File: config.mk
export PLATFORM = sky130hd
export DESIGN_NAME = instr_fetch_unit_flat
export DESIGN_NICKNAME = d
export VERILOG_FILES = /design/src/rtl/legv8_pkg.sv /design/src/rtl/instr_fetch_unit_if.sv /design/src/rtl/pc_next_calc.sv /design/src/rtl/instr_fetch_unit.sv /design/src/flat_wrapper.sv
export SDC_FILE = /design/constraint.sdc
export NUM_CORES = 1
export LEC_CHECK = 0
export CELL_PAD_IN_SITES_DETAIL_PLACEMENT = 0
export CELL_PAD_IN_SITES_GLOBAL_PLACEMENT = 1
export CORE_UTILIZATION = 47
export CTS_BUF_LIST = sky130_fd_sc_hd__clkbuf_4 sky130_fd_sc_hd__clkbuf_8 sky130_fd_sc_hd__clkbuf_16
export DETAILED_ROUTE_END_ITERATION = 6
export DONT_BUFFER_PORTS = 1
export PLACE_DENSITY = 0.81
export SYNTH_ARGS = -nofsm -noshare
export SYNTH_HDL_FRONTEND = slang
export SYNTH_SLANG_ARGS = --single-unit
export TNS_END_PERCENT = 30
File: constraint.sdc
create_clock -name clock -period 10.2 [get_ports clock]
set_clock_uncertainty 0.2 [all_clocks]
set_input_delay 2.04 -clock clock [delete_from_list [all_inputs] [get_ports clock]]
set_output_delay 2.04 -clock clock [all_outputs]
set_load 0.03 [all_outputs]
File: src/rtl/legv8_pkg.sv
// Shared LegV8 control-path types.
// PC-select encodings, fetch FSM states, instruction width.
package legv8_pkg;

  localparam int INSTR_WIDTH = 32;

  typedef enum logic [1:0] {
    PS_HOLD   = 2'b00,
    PS_INC    = 2'b01,
    PS_REG    = 2'b10,
    PS_BRANCH = 2'b11
  } ps_e;

  typedef enum logic {
    FETCH = 1'b0,
    EXEC  = 1'b1
  } fetch_st_e;

endpackage

File: src/rtl/instr_fetch_unit_if.sv
// Instruction-memory read channel.
// req/addr held until ready samples high.
interface instr_fetch_unit_if
  import legv8_pkg::*;
#(
  parameter int PC_WIDTH = 64
);
  logic                   req;
  logic [PC_WIDTH-1:0]    addr;
  logic [INSTR_WIDTH-1:0] rdata;
  logic                   ready;

  modport master (
    output req,
    output addr,
    input  rdata,
    input  ready
  );

  modport slave (
    input  req,
    input  addr,
    output rdata,
    output ready
  );
endinterface

File: src/rtl/pc_next_calc.sv
// Next-PC mux: hold, +4, register target, word branch.
// All adds wrap modulo 2^PC_WIDTH.
module pc_next_calc
  import legv8_pkg::*;
#(
  parameter int PC_WIDTH = 64
) (
  input  logic [1:0]          ps,
  input  logic [PC_WIDTH-1:0] k,
  input  logic [PC_WIDTH-1:0] reg_in,
  input  logic [PC_WIDTH-1:0] pc,
  output logic [PC_WIDTH-1:0] pc_next,
  output logic [PC_WIDTH-1:0] pc_next4
);

  localparam logic [PC_WIDTH-1:0] FOUR  = PC_WIDTH'(4);
  localparam logic [PC_WIDTH-1:0] ALIGN = ~PC_WIDTH'(3);

  always_comb begin
    pc_next = pc;
    unique case (ps_e'(ps))
      PS_HOLD:   pc_next = pc;
      PS_INC:    pc_next = pc + FOUR;
      PS_REG:    pc_next = reg_in & ALIGN;
      PS_BRANCH: pc_next = pc + (k << 2);
      default:   pc_next = pc;
    endcase
  end

  assign pc_next4 = pc_next + FOUR;

endmodule

File: src/rtl/instr_fetch_unit.sv
// LegV8 fetch stage: PC, instruction register, FETCH/EXEC FSM.
// Multi-cycle instructions stay in EXEC while state_next is set.
module instr_fetch_unit
  import legv8_pkg::*;
#(
  parameter int                  PC_WIDTH = 64,
  parameter logic [PC_WIDTH-1:0] RESET_PC = '0
) (
  input  logic                   clock,
  input  logic                   reset,
  input  logic [1:0]             PS,
  input  logic [PC_WIDTH-1:0]    k,
  input  logic [PC_WIDTH-1:0]    reg_in,
  input  logic                   state_next,
  instr_fetch_unit_if.master     imem,
  output logic [INSTR_WIDTH-1:0] instr,
  output logic                   instr_valid,
  output logic                   state,
  output logic [PC_WIDTH-1:0]    PC,
  output logic [PC_WIDTH-1:0]    PC4
);

  fetch_st_e              fsm_q, fsm_d;
  logic [PC_WIDTH-1:0]    pc_q, pc_d;
  logic [PC_WIDTH-1:0]    pc4_q, pc4_d;
  logic [INSTR_WIDTH-1:0] instr_q, instr_d;
  logic                   state_q, state_d;
  logic [PC_WIDTH-1:0]    pc_next;
  logic [PC_WIDTH-1:0]    pc_next4;

  pc_next_calc #(
    .PC_WIDTH (PC_WIDTH)
  ) u_pc_next (
    .ps       (PS),
    .k        (k),
    .reg_in   (reg_in),
    .pc       (pc_q),
    .pc_next  (pc_next),
    .pc_next4 (pc_next4)
  );

  always_ff @(posedge clock) begin
    if (reset) begin
      fsm_q   <= FETCH;
      pc_q    <= RESET_PC;
      pc4_q   <= RESET_PC + PC_WIDTH'(4);
      instr_q <= '0;
      state_q <= 1'b0;
    end else begin
      fsm_q   <= fsm_d;
      pc_q    <= pc_d;
      pc4_q   <= pc4_d;
      instr_q <= instr_d;
      state_q <= state_d;
    end
  end

  always_comb begin
    fsm_d   = fsm_q;
    pc_d    = pc_q;
    pc4_d   = pc4_q;
    instr_d = instr_q;
    state_d = state_q;
    unique case (fsm_q)
      FETCH: begin
        if (imem.ready) begin
          instr_d = imem.rdata;
          state_d = 1'b0;
          fsm_d   = EXEC;
        end
      end
      EXEC: begin
        pc_d  = pc_next;
        pc4_d = pc_next4;
        if (state_next) begin
          state_d = 1'b1;
        end else begin
          state_d = 1'b0;
          fsm_d   = FETCH;
        end
      end
      default: fsm_d = FETCH;
    endcase
  end

  // Reset gating keeps req/valid low before the first reset edge.
  assign imem.req    = (fsm_q == FETCH) & ~reset;
  assign imem.addr   = pc_q;
  assign instr_valid = (fsm_q == EXEC) & ~reset;
  assign instr       = instr_q;
  assign state       = state_q;
  assign PC          = pc_q;
  assign PC4         = pc4_q;

endmodule
File: src/flat_wrapper.sv
// flat-port wrapper written by rule: the top's interface ports become plain ports
module instr_fetch_unit_flat import legv8_pkg::*;
#(
  parameter int                  PC_WIDTH = 64,
  parameter logic [PC_WIDTH-1:0] RESET_PC = '0
)
  (clock, reset, PS, k, reg_in, state_next, instr, instr_valid, state, PC, PC4, imem_req, imem_addr, imem_rdata, imem_ready);
  instr_fetch_unit_if #(.PC_WIDTH(PC_WIDTH)) imem_i ();
  input  logic clock;
  input  logic reset;
  input  logic [1:0] PS;
  input  logic [PC_WIDTH-1:0] k;
  input  logic [PC_WIDTH-1:0] reg_in;
  input  logic state_next;
  output logic [INSTR_WIDTH-1:0] instr;
  output logic instr_valid;
  output logic state;
  output logic [PC_WIDTH-1:0] PC;
  output logic [PC_WIDTH-1:0] PC4;
  output wire logic [$bits(imem_i.req)-1:0] imem_req;
  output wire logic [$bits(imem_i.addr)-1:0] imem_addr;
  input wire logic [$bits(imem_i.rdata)-1:0] imem_rdata;
  input wire logic [$bits(imem_i.ready)-1:0] imem_ready;
  assign imem_req = imem_i.req;
  assign imem_addr = imem_i.addr;
  assign imem_i.rdata = imem_rdata;
  assign imem_i.ready = imem_ready;
  instr_fetch_unit #(.PC_WIDTH(PC_WIDTH), .RESET_PC(RESET_PC)) u_core (.clock(clock), .reset(reset), .PS(PS), .k(k), .reg_in(reg_in), .state_next(state_next), .imem(imem_i), .instr(instr), .instr_valid(instr_valid), .state(state), .PC(PC), .PC4(PC4));
endmodule
==> results of run 1 <==
metal layers:
layer	routed length (µm)	vias to the layer above
met1	19400	6094
li1	-	6341
met5	12	-
met4	2440	2
met3	3950	95
met2	24700	505
area by class of cell:
class / instances / area [µm²] / share of cell area
diodes: 2 / 5.00 / 0.000361
multi-input cells: 1462 / 9270 / 0.668
flip-flops and latches: 160 / 3210 / 0.231
repair buffers: 33 / 248 / 0.0179
well taps: 378 / 473 / 0.0341
clock buffers: 18 / 433 / 0.0312
inverters: 22 / 82.6 / 0.00596
clock inverters: 14 / 148 / 0.0107
state kept, by name, indices dropped and copies added (netlist names), named ones only:
name          cells
u_core.instr     32
u_core.PC4       62
u_core.fsm_q      1
u_core.PC        62
u_core.state      1
worst paths after layout:
check                                 startpoint                to  slack, ns  depth (start not counted)
worst max-delay path                       PS[1]    u_core.PC4[61]       3.37                         15
worst min-delay path            u_core.instr[22]  u_core.instr[22]       0.40                          2
worst max register to register      u_core.PC[2]    u_core.PC4[61]       4.59                         14
worst min register to register  u_core.instr[22]  u_core.instr[22]       0.40                          2
worst reg2reg max path: stages (launching register included):
cell and delay [ns]:
dfxtp_1 0.55, ha_1 0.38, fa_1 0.45, a211oi_1 0.47
o21ai_1 0.20, a31oi_1 0.49, o31ai_1 0.30, a21oi_1 0.40
o211ai_1 0.18, xnor2_1 0.24, a21oi_1 0.41, nand3_2 0.29
nor4_4 0.50, nand3_1 0.13, a221o_1 0.32
logic make-up (layout without fill, tap and decap cells):
kind of cell,Yosys count,after routing,share of synthesized area
compound gates,512,512,0.240
xor+xnor,86,86,0.0554
fa+ha+maj,63,63,0.0585
buf+inv,210,87,0.0834
flops,160,160,0.236
mux,94,94,0.0705
other cells,0,2,0
simple gates,707,707,0.256
layout by cell type, fill, tap and decap left out, drive strengths merged, types with 12 or more instances in the layout:
master / Yosys / routed
a211oi: 48 / 48
a21oi: 170 / 170
xor2: 28 / 28
mux2i: 80 / 80
or3: 12 / 12
ha: 62 / 62
nor2: 183 / 183
nand3: 37 / 37
clkbuf: 76 / 18
mux2: 14 / 14
and3: 67 / 67
a21o: 13 / 13
nor4: 23 / 23
xnor2: 58 / 58
nand2: 235 / 235
inv: 22 / 28
o211ai: 17 / 17
nand4: 40 / 40
a31oi: 21 / 21
buf: 112 / 33
o21ai: 130 / 130
o21a: 15 / 15
nor2b: 17 / 17
dfxtp: 160 / 160
nor3: 28 / 28
power by group through the flow:
stage,sequential (mW),clock [mW],combinational [mW]
after CTS,0.778,0.657,0.341
after detailed placement,0.792,0,0.339
after floorplan,0.763,0,0.304
after global routing,0.782,0.678,0.372
after global placement,0.792,0,0.335
final,0.777,0.646,0.343
metrics by stage:
stage	worst slack, ns	power, mW	std cells	instance area [µm²]
final	3.37	1.77	2089	13900
after global routing	3.14	1.83	2088	13900
after CTS	3.50	1.78	2087	13900
after detailed placement	3.05	1.13	2055	13300
after global placement	3.13	1.13	2055	13300
after floorplan	1.98	1.07	1832	13600
==> impl_results.md, run 1 <==
* Status: complete, no violations
* CP max FO at 153
* Post-layout minimum cycle time at 6.83 ns
* # rows at 61
* Drt wl/cell at 24.2 µm
* IO Port Bufs at 0
* Number of synthesized flops with an enable pin at 0
* Sw Ratio at 0.372
* Most frequent cell after synthesis: nand2_1
* Total GRT Usage at 0.331
* Final Core Density at 0.494
* Final hold viol count at 0
* Cell Chain, Critical Path: nand3b_1, ha_1, fa_1, a211oi_1, o21ai_1, a31oi_1, o31ai_1, a21oi_1, o211ai_1, xnor2_1, a21oi_1, nand3_2, nor4_4, nand3_1, a221o_1
* Initial Util at 0.484
* DP Wirelength at 38900 µm
* Synth warnings at 0
* CP startpoint kind: primary input
* DR pass1 iterations at 5
* Post-CTS Resized at 0
* Final RePlAce weighted congestion at 0.984
* Power Internal at 1.11 mW
* CTS clock-pin slew for the worst setup and hold paths at 0.07 ns
* Pwr dens at 127 nW/µm²
* Largest cells by area after synthesis: dfxtp_1, nand2_1, a21oi_1
* Synth Instances at 1832
* Synth unique cells at 93
* Die area at 29600 µm²
* Fillers at 2955
* Largest net degree at the start of global routing at 174
* Max-cap viol count at 0
* IO Pins at 393
* Sequential share of power at 0.440
* Post-synth ARST share at 0
* Worst hold slack at 0.402 ns
* Number of H-tree levels at 4
* Area grow syn2layout at 1.98%
* CTS buffer count at 17
* Slew @ Worst Pin at 1.20 ns
* Worst path required time at 10.32 ns
* Worst Path Buf+Inv at 0
* VDD IR max at 0.107 mV
* CP endpoint kind: flip-flop
* Post-synthesis sequential area ratio at 0.236
* Post-synth top area cell: dfxtp_1
* Met2 global-route usage at 0.583
* Post-CTS setup buffers at 0
* RSZ-0062 raised after global routing: false
* Routed WL at 50600 µm
* GR Util met3 at 0.0835
* DIE HEIGHT at 172 µm
* TritonCTS Sinks at 160
* Final setup viols at 0
* Clock tree buffer depth at 2
* Antenna violations before repair at 2
* Cell Area, Synth at 13600 µm²
* Post-Syn Nets at 2061
* Crit-path slowest cell: nor4_4
* Slew Limit Fails at 0
* Flops & latches, synth at 160
* Initial DRC count at 950
* Worst path max stage delay at 0.50 ns
* Hold WC Path Type: flip-flop to flip-flop
* CTS tree: built
* Clock Latency Late Sink at 0.44 ns
* Hold_buf cts at 0
* Most frequent cell on the critical path: a21oi_1
* Most crowded layer after global routing: met2
* Clock power frac at 0.366
* Die W at 172 µm
* Fmax at 0.146 GHz
* Core Region at 28100 µm²
* Critical Setup Path Class: primary input to flip-flop
* Ratio of cells with drive above 1 in the final layout at 0.0702
* Slew margin rel. at 0.200
* Global-route wire length before repair at 73200 µm
* Setup TNS at 0 ns
* P_sw at 0.656 mW
* Critical path's top delay family: compound AO/OA/AOI/OAI gates
* DRC at 0
* Top cell type's share of synthesized area at 0.236
* Vias in the first global route at 12.2k
* Synth Area per Inst at 7.42 µm²
* DR vias at 13.0k
* Nets at 1925
* GR Util met1 at 0.365
* Period utilization at 0.669
* Logic pwr share at 0.194
* Worst EP arrival at 6.95 ns
* P_leak at 5.02 nW
* Main synth FF type: dfxtp_1
* Antenna Nets Post-Route at 0
* DR vias/cell at 6.24
* Top cells by count, synth: nand2_1, nor2_1, a21oi_1, dfxtp_1, o21ai_0
* Root Buffer: clkbuf_16
* Remaining Overflow, GRT at 0
(Power assumes the default switching activity.)
==> inputs of run 2 (changes only) <==
- clock period: 10.2 -> 7.15 ns (I/O delays scaled with it)
==> impl_results.md, run 2 (same netlist as run 1, synthesis figures left out) <==
* Initial DRC count at 1088
* Remaining Overflow, GRT at 0
* CP endpoint kind: flip-flop
* VDD IR max at 0.149 mV
* IO Port Bufs at 0
* Area grow syn2layout at 3.23%
* RSZ-0062 raised after global routing: false
* DR vias at 13.3k
* Commonest cells after routing, fill and taps aside: nand2_1, nor2_1, a21oi_1, dfxtp_1, o21ai_0
* Fillers at 2864
* Routed WL at 51400 µm
* Most common cell after layout, fill and taps aside: nand2_1
* CP max FO at 7
* Pre-CTS setup slack at 0.697 ns
* DIE HEIGHT at 172 µm
* Initial Util at 0.484
* CTS clock-pin slew for the worst setup and hold paths at 0.06 ns
* Die area at 29600 µm²
* Setup ws final at 1.01 ns
* DR pass1 iterations at 5
* DP Wirelength at 39600 µm
* Power Internal at 1.68 mW
* Post-CTS setup buffers at 0
* Status: complete, no violations
* Root Buffer: clkbuf_16
* Slew Limit Fails at 0
* Setup TNS at 0 ns
* Ratio of cells with drive above 1 in the final layout at 0.0794
* Sw Ratio at 0.352
* Hold WC Path Type: flip-flop to flip-flop
* Hold_buf cts at 0
* Nets at 1942
* Reg2reg setup slack at 1.58 ns
* CTS tree: built
* Critical Setup Path Class: primary input to flip-flop
* Cell depth of the worst flop-to-flop path at 14
* Fin cells at 2105
* Worst EP arrival at 6.24 ns
* Slew @ Worst Pin at 1.21 ns
* Clock power frac at 0.377
* Antenna violations before repair at 3
* Hold path depth at 2
* CTS buffer count at 17
* Pwr dens at 184 nW/µm²
* Antenna Nets Post-Route at 0
* Post-layout minimum cycle time at 6.14 ns
* Die W at 172 µm
* TritonCTS Sinks at 160
* Final RePlAce weighted congestion at 0.997
* Fmax at 0.163 GHz
* Final hold viol count at 0
* Logic pwr share at 0.202
* Sequential share of power at 0.421
* Clock Latency Late Sink at 0.45 ns
* Post-CTS Resized at 0
* Drt wl/cell at 24.4 µm
* DR vias/cell at 6.31
* Slew margin rel. at 0.192
* Final setup viols at 0
* Vias in the first global route at 12.0k
* DRC at 0
* Largest net degree at the start of global routing at 174
* Number of H-tree levels at 4
* Max-cap viol count at 0
* Clock tree buffer depth at 2
* Core Region at 28100 µm²
* P_leak at 5.13 nW
* # rows at 61
* Total GRT Usage at 0.336
* Global-route wire length before repair at 74000 µm
* Dpl cells at 2072
* CP startpoint kind: primary input
* P_sw at 0.913 mW
* IO Pins at 393
* Period utilization at 0.859
* Worst path required time at 7.25 ns
[run 2: path summary, 6_finish.rpt]
kind	start	to
worst min-delay path	u_core.instr[14]	u_core.instr[14]
worst max-delay path	k[0]	u_core.PC4[55]
worst max register to register	u_core.PC[2]	u_core.PC4[55]
worst min register to register	u_core.instr[14]	u_core.instr[14]
[run 2: per-layer routing]
layer,vias up,GRT usage,part of all wire
met3,109,0.0840,0.075
met2,556,0.590,0.49
met4,2,0.182,0.052
li1,6345,-,-
met1,6274,0.371,0.38
met5,-,0,0.00025
[run 2: power by group through the flow]
stage                     registers [mW]  clock network, mW  logic (mW)
after floorplan                     1.09                  0       0.435
after global placement              1.11                  0       0.514
after detailed placement            1.11                  0       0.518
after CTS                           1.09              0.984       0.520
after global routing                1.10               1.01       0.564
final                               1.09              0.975       0.524
[run 2: per-stage QoR]
stage                     utilization  hold slack (ns)  cell area (µm²)  power [mW]
final                           0.500            0.400            14000        2.59
after global routing            0.500            0.426            14000        2.67
after CTS                       0.499            0.401            14000        2.59
after detailed placement        0.478            0.393            13400        1.63
after global placement          0.478            0.390            13400        1.62
after floorplan                     -            0.373            13600        1.52
[run 2: cell type report]
type / count / area (µm²) / share of cell area
Sequential cell: 160 / 3210 / 0.229
Antenna cell: 2 / 5.00 / 0.000357
Tap cell: 378 / 473 / 0.0337
Inverter: 22 / 82.6 / 0.00588
Clock inverter: 11 / 128 / 0.00909
Timing Repair Buffer: 50 / 388 / 0.0276
Clock buffer: 20 / 478 / 0.0341
Multi-Input combinational cell: 1462 / 9270 / 0.661
[run 2: worst max-delay path: stages]
cell and delay, ns:
nand3b_1 0.24, ha_1 0.29, fa_1 0.47, a211oi_2 0.35, o211ai_1 0.16, a211oi_1 0.53, o21bai_1 0.26, xnor2_1 0.17
mux2i_1 0.53, nand3b_1 0.30, nor4b_4 0.48, nand4_2 0.27, nor4_1 0.51, xor2_1 0.18, o21ai_0 0.08
